File: config.mk
export PLATFORM = sky130hd
export DESIGN_NAME = share_split
export DESIGN_NICKNAME = d
export VERILOG_FILES = /design/src/rtl/share_split.sv
export SDC_FILE = /design/constraint.sdc
export NUM_CORES = 1
export LEC_CHECK = 0
export ABC_AREA = 1
export BUFFER_PORTS_ARGS = -buffer_cell sky130_fd_sc_hd__buf_4
export CAP_MARGIN = 20
export CORE_MARGIN = 2
export CORE_UTILIZATION = 61
export CTS_BUF_LIST = sky130_fd_sc_hd__clkbuf_4
export DETAILED_ROUTE_END_ITERATION = 7
export GPL_TIMING_DRIVEN = 0
export MAX_ROUTING_LAYER = met4
export PLACE_DENSITY = 0.95
export REMOVE_ABC_BUFFERS = 1
export SLEW_MARGIN = 20
export SYNTH_ARGS = -nofsm -noshare
export SYNTH_HDL_FRONTEND = slang
export SYNTH_SLANG_ARGS = --single-unit
File: constraint.sdc
create_clock -name clk -period 2.97 [get_ports clk]
set_clock_uncertainty 0.1 [all_clocks]
set_input_delay 0.1485 -clock clk [delete_from_list [all_inputs] [get_ports clk]]
set_output_delay 0.1485 -clock clk [all_outputs]
set_load 0.03 [all_outputs]
File: src/rtl/share_split.sv
// Bit-serial additive secret sharing: g = r, e = (x - r) mod 2^N.
// One full-subtractor step per clock, LSB first.
module share_split #(
    parameter int N = 8
) (
    input  logic         clk,
    input  logic         rst,
    input  logic         in_valid,
    output logic         in_ready,
    input  logic [N-1:0] x_in,
    input  logic [N-1:0] r_in,
    output logic         out_valid,
    input  logic         out_ready,
    output logic [N-1:0] g_share,
    output logic [N-1:0] e_share,
    output logic         borrow
);

    localparam int CW = (N > 1) ? $clog2(N) : 1;
    localparam logic [CW-1:0] LAST = CW'(N - 1);

    typedef enum logic [1:0] {
        IDLE,
        SUB,
        DONE
    } state_t;

    state_t         state_q;
    logic [N-1:0]   x_q;
    logic [N-1:0]   r_q;
    logic [N-1:0]   gh_q;
    logic [N-1:0]   e_q;
    logic           b_q;
    logic [CW-1:0]  cnt_q;
    logic [N-1:0]   g_out_q;
    logic [N-1:0]   e_out_q;
    logic           bo_q;

    logic           x0;
    logic           r0;
    logic           d;
    logic           b_d;
    logic [N-1:0]   e_d;

    always_comb begin
        x0  = x_q[0];
        r0  = r_q[0];
        d   = x0 ^ r0 ^ b_q;
        b_d = (~x0 & r0) | (~(x0 ^ r0) & b_q);
        e_d = {d, e_q[N-1:1]};
    end

    // Output registers only load on the final SUB step, so they hold across IDLE.
    always_ff @(posedge clk) begin
        if (rst) begin
            state_q <= IDLE;
            x_q     <= '0;
            r_q     <= '0;
            gh_q    <= '0;
            e_q     <= '0;
            b_q     <= 1'b0;
            cnt_q   <= '0;
            g_out_q <= '0;
            e_out_q <= '0;
            bo_q    <= 1'b0;
        end else begin
            unique case (state_q)
                IDLE: begin
                    if (in_valid) begin
                        x_q     <= x_in;
                        r_q     <= r_in;
                        gh_q    <= r_in;
                        b_q     <= 1'b0;
                        cnt_q   <= '0;
                        state_q <= SUB;
                    end
                end
                SUB: begin
                    x_q   <= x_q >> 1;
                    r_q   <= r_q >> 1;
                    e_q   <= e_d;
                    b_q   <= b_d;
                    cnt_q <= cnt_q + 1'b1;
                    if (cnt_q == LAST) begin
                        g_out_q <= gh_q;
                        e_out_q <= e_d;
                        bo_q    <= b_d;
                        state_q <= DONE;
                    end
                end
                DONE: begin
                    if (out_ready) begin
                        state_q <= IDLE;
                    end
                end
                default: state_q <= IDLE;
            endcase
        end
    end

    assign in_ready  = (state_q == IDLE) & ~rst;
    assign out_valid = (state_q == DONE) & ~rst;
    assign g_share   = g_out_q;
    assign e_share   = e_out_q;
    assign borrow    = bo_q;

endmodule

* Yosys cells after proc, flatten, opt, wreduce, memory -nomap -nowiden *
Index checks and enable logic that the tools add are counted.

operators by class
  add/subtract/negate cells = 1
  eq/ne operators = 6
  multiplexer cells = 12
  bitwise operators = 10
  reduce and logical (&&, ||, !) cells = 6

operator list
  operator                                                               count
  8-bit case mux with 2 select lines                                     2
  8-bit 2-to-1 mux                                                       2
  2-bit 2-to-1 mux                                                       3
  2-bit inequality test, second input constant                           3
  2-bit case mux with 3 select lines                                     1
  3-bit case mux with 2 select lines                                     1
  2-bit AND reduction                                                    3
  1-bit AND                                                              4
  3-bit by 1-bit adder with 3-bit output, second input constant          1
  3-bit equality test, second input constant                             1
  3-bit 2-to-1 mux                                                       1
  1-bit inverter                                                         3
  3-bit AND reduction                                                    1
  2-bit by 1-bit equality test with 1-bit output, second input constant  1
  2-bit equality test, second input constant                             1
  2-bit zero test                                                        1
  1-bit case mux with 2 select lines                                     1
  2-bit nonzero test                                                     1
  1-bit XOR                                                              2
  1-bit 2-to-1 mux                                                       1
  1-bit bitwise OR                                                       1

word-level totals
  register bits after elaboration = 55
  output and inout bits = 19

* Longest topological paths before layout *
  depth after elaboration = 5
  depth in mapped cells = 7
  gate-level depth less buffers = 6

* Worst setup path after synthesis *
No wires, ideal clock.

  path type = flip-flop to flip-flop
  from = register state_q[1]
  to = register state_q[1]
  library setup time = 74 ps
  arrival time = 1,455 ps
  path slack = 1,341 ps
  cell stages (with the launch flop) = 5
  path buffers = 0
  cells stage by stage = dfxtp_1 -> inv_2 -> nor3_1 -> inv_1 -> o21ai_0

between the ends
  word-level cells in the longest chain between the ends = 3

ends and longest elaborated chain
  what                                                                    RTL line  source
  start, declared                                                         28        state_t state_q;
  start signal, assigned                                                  56        state_q <= IDLE;
  start signal, assigned                                                  75        state_q <= SUB;
  start signal, assigned                                                  88        state_q <= DONE;
  2-bit by 1-bit equality test with 1-bit output (tied with other cells)  67        unique case (state_q)
  2-bit inequality test (no line)                                         n/a
  3-bit AND reduction (no line)                                           n/a

Parallel ways exist; a longest one is shown, timed or not.
A chain may end at the register's enable or synchronous reset.

* Final worst setup path *
  from = register state_q[1]
  to = output port out_valid

between the ends
  word-level cells in the longest chain between the ends = 2

ends and longest elaborated chain
  what                 RTL line  source
  2-bit equality test  102       assign out_valid = (state_q == DONE) & ~rst;
  1-bit AND            102
  end, declared        12        output logic out_valid,

Every way passes these cells.

==> flow_summary.yaml <==
status:
  status: "completed"
placement:
  place_congestion: 0.808
  numPortBuffers: 38
  dp_hpwl_mm: 2.81
cts:
  htreeDepth: 2
  path_clk_slew_ns: 0.15
  worstSkewPairLatency_ns: 0.39
  post-cts-setup-buffers: 0
  clkSinkCount: 54
  cts_buffers: 5
  cts_tree: "done"
  clockBufferDepth: 2
  root_buffer: "clkbuf_4"
  cts_resized: 0
sta:
  setup_viol: 0
  grt_setup_unrepaired: "false"
  worstMarginPinSlew_ns: 1.06
  setup_tns_ns: 0
  min_period_over_period: 0.618
  drv_slew: 0
  fin_crit_ns: 1.84
  final_hold_viol_count: 0
  clock.fmax_mhz: 545
  slew_headroom: 0.295
run:
  cap_violations: 0
critical_path:
  cp.arrival_ns: 1.59
  end_kind: "primary output"
  crit_path_start_kind: "flip-flop"
  crit_required_ns: 2.72
  slowest_delay_ns: 0.53
  crit_type: "flip-flop to primary output"
  critPathTopFamily: "flip-flops"
  path_cells: "inv_2 > nor3_1 > buf_4"
  worst-path-buf-inv: 2
  cpMaxStageDelayCell: "dfxtp_1"
  critPathMaxFanout: 3
grt:
  overflow: 0
  busiest_layer: "met2"
  antenna_found_initial: 1
  globalRouteMet2Util: 0.479
  grt_pass1_vias: 1974
  grt_pass1_wl_mm: 9.03
  grt_max_degree: 32
  grt_use_met1: 0.344
  grtUsageTotal: 0.297
  met3_usage: 0.0475
die:
  die_h_um: 63.7
  die_w_um: 63.7
  initial_core_util: 0.642
  core_area_sq_um: 3390
  rows: 21
  dieArea_sq_um: 4060
  ios: 39
yosys:
  yosysSeqAreaShare: 0.497
  synthTopCellsByArea: "dfxtp_1 50%, nand2_1 13%, nor2_1 11%"
  synth_top_area_frac: 0.497
  synth_common_cells: "75 x nand2_1, 65 x nor2_1, 54 x dfxtp_1"
  synth_edf_count: 0
  yosysMostFrequentCell: "nand2_1"
  yosys.area.top_type: "dfxtp_1"
  ys_types: 24
  syn_area_per_cell_sq_um: 7.36
  synth_seq_cells: 54
  synth_area_sq_um: 2180
  synthArstFlopShare: 0
  synth_cells: 296
  ys_warn_count: 0
  synth_flop_cell: "dfxtp_1"
drt:
  dr.pass1.iters: 5
  vias_per_cell: 5.50
  drc: 0
  wire_per_inst_um: 14.1
  vias: 2145
  postRouteAntennaNets: 0
  first_iter_violations: 215
  wl_mm: 5.51
power:
  total_leakage_power_nw: 1.26
  total_power_mw: 1.37
  ir_worst_vdd_mv: 0.330
  powerDensity_nw_per_um2: 513
layout:
  layout.nets: 365
  synthToLayoutAreaGrowth_pct: 22.3
  layout-drive-gt1-share: 0.163
worst_hold_path:
  hold_class: "primary input to flip-flop"
## logic make-up after synthesis
family,after synthesis,share of synthesized area
adder cells (fa/ha/maj),3,0.0207
flip-flops,54,0.497
buffers and inverters,36,0.0776
AO/OA/AOI/OAI,47,0.110
AND/OR/NAND/NOR,156,0.295
## layout make-up
cell class	instances	area, sq um
antenna	1	2.50
clock buffer	5	37.5
clock inverter	3	45.0
fill	216	727
inverter	23	86.3
multi-input combinational	206	927
sequential	54	1080
tap	46	57.6
timing repair buffer	52	425
## report_power, final
group          leakage, nW  internal (mW)  switching (mW)
Clock               0.0374          0.177           0.234
Sequential           0.441          0.759          0.0209
Combinational        0.784         0.0692           0.105
## layout by cell type (no fill, tap or decap), types with 2 or more instances in the layout
master         synthesis  layout
nand2_1               75      75
nor2_1                65      65
dfxtp_1               54      54
buf_4                  2      38
o21ai_0               25      25
inv_1                 21      21
a21oi_1               21      21
dlygate4sd3_1          0      14
nand3_1                8       8
clkbuf_4               0       5
inv_2                  2       2
nand2_4                2       2
ha_1                   2       2
clkinvlp_4             0       2
## worst reg2reg max path, stage by stage, from the launching register on
cell and delay, ns:
dfxtp_1 0.41, o21ai_2 0.86, nand2_1 0.11, inv_1 0.10
nor2_1 0.06, nor2_1 0.10
## through the flow
step	util	instances	instance area (sq um)	hold slack, ns	setup slack (ns)
after floorplan	-	283	2090	0.118	1.34
after global placement	0.719	367	2440	0.261	1.34
after detailed placement	0.719	367	2440	0.264	1.31
after CTS	0.785	389	2660	0.0123	1.21
after global routing	0.786	390	2660	0.0288	1.05
final	0.786	390	2660	0.00286	1.13
## flip-flops by register name, indices dropped and copies added, names as in the netlist
register / flops
borrow: 1
b_q: 1
gh_q: 8
e_q: 7
e_share: 8
state_q: 2
cnt_q: 3
x_q: 8
r_q: 8
g_share: 8
## layer usage
layer	part of all wire	up-vias
met4	0.051	0
li1	-	1007
met1	0.39	990
met3	0.076	35
met5	0	-
met2	0.48	113
## final timing paths
kind / start / end / slack, ns / cells after the start
worst max-delay path: state_q[1] / out_valid / 1.13 / 3
worst min-delay path: x_in[0] / x_q[0] / 0.003 / 5
worst max register to register: state_q[0] / r_q[6] / 1.19 / 5
worst min register to register: e_share[3] / e_share[3] / 0.37 / 2
## repair_timing
action                                 CTS  global route
endpoints found under the hold margin   15             0
hold buffers                            14             0
setup endpoints to repair                0             0
Power figures use the tool's default switching activity.
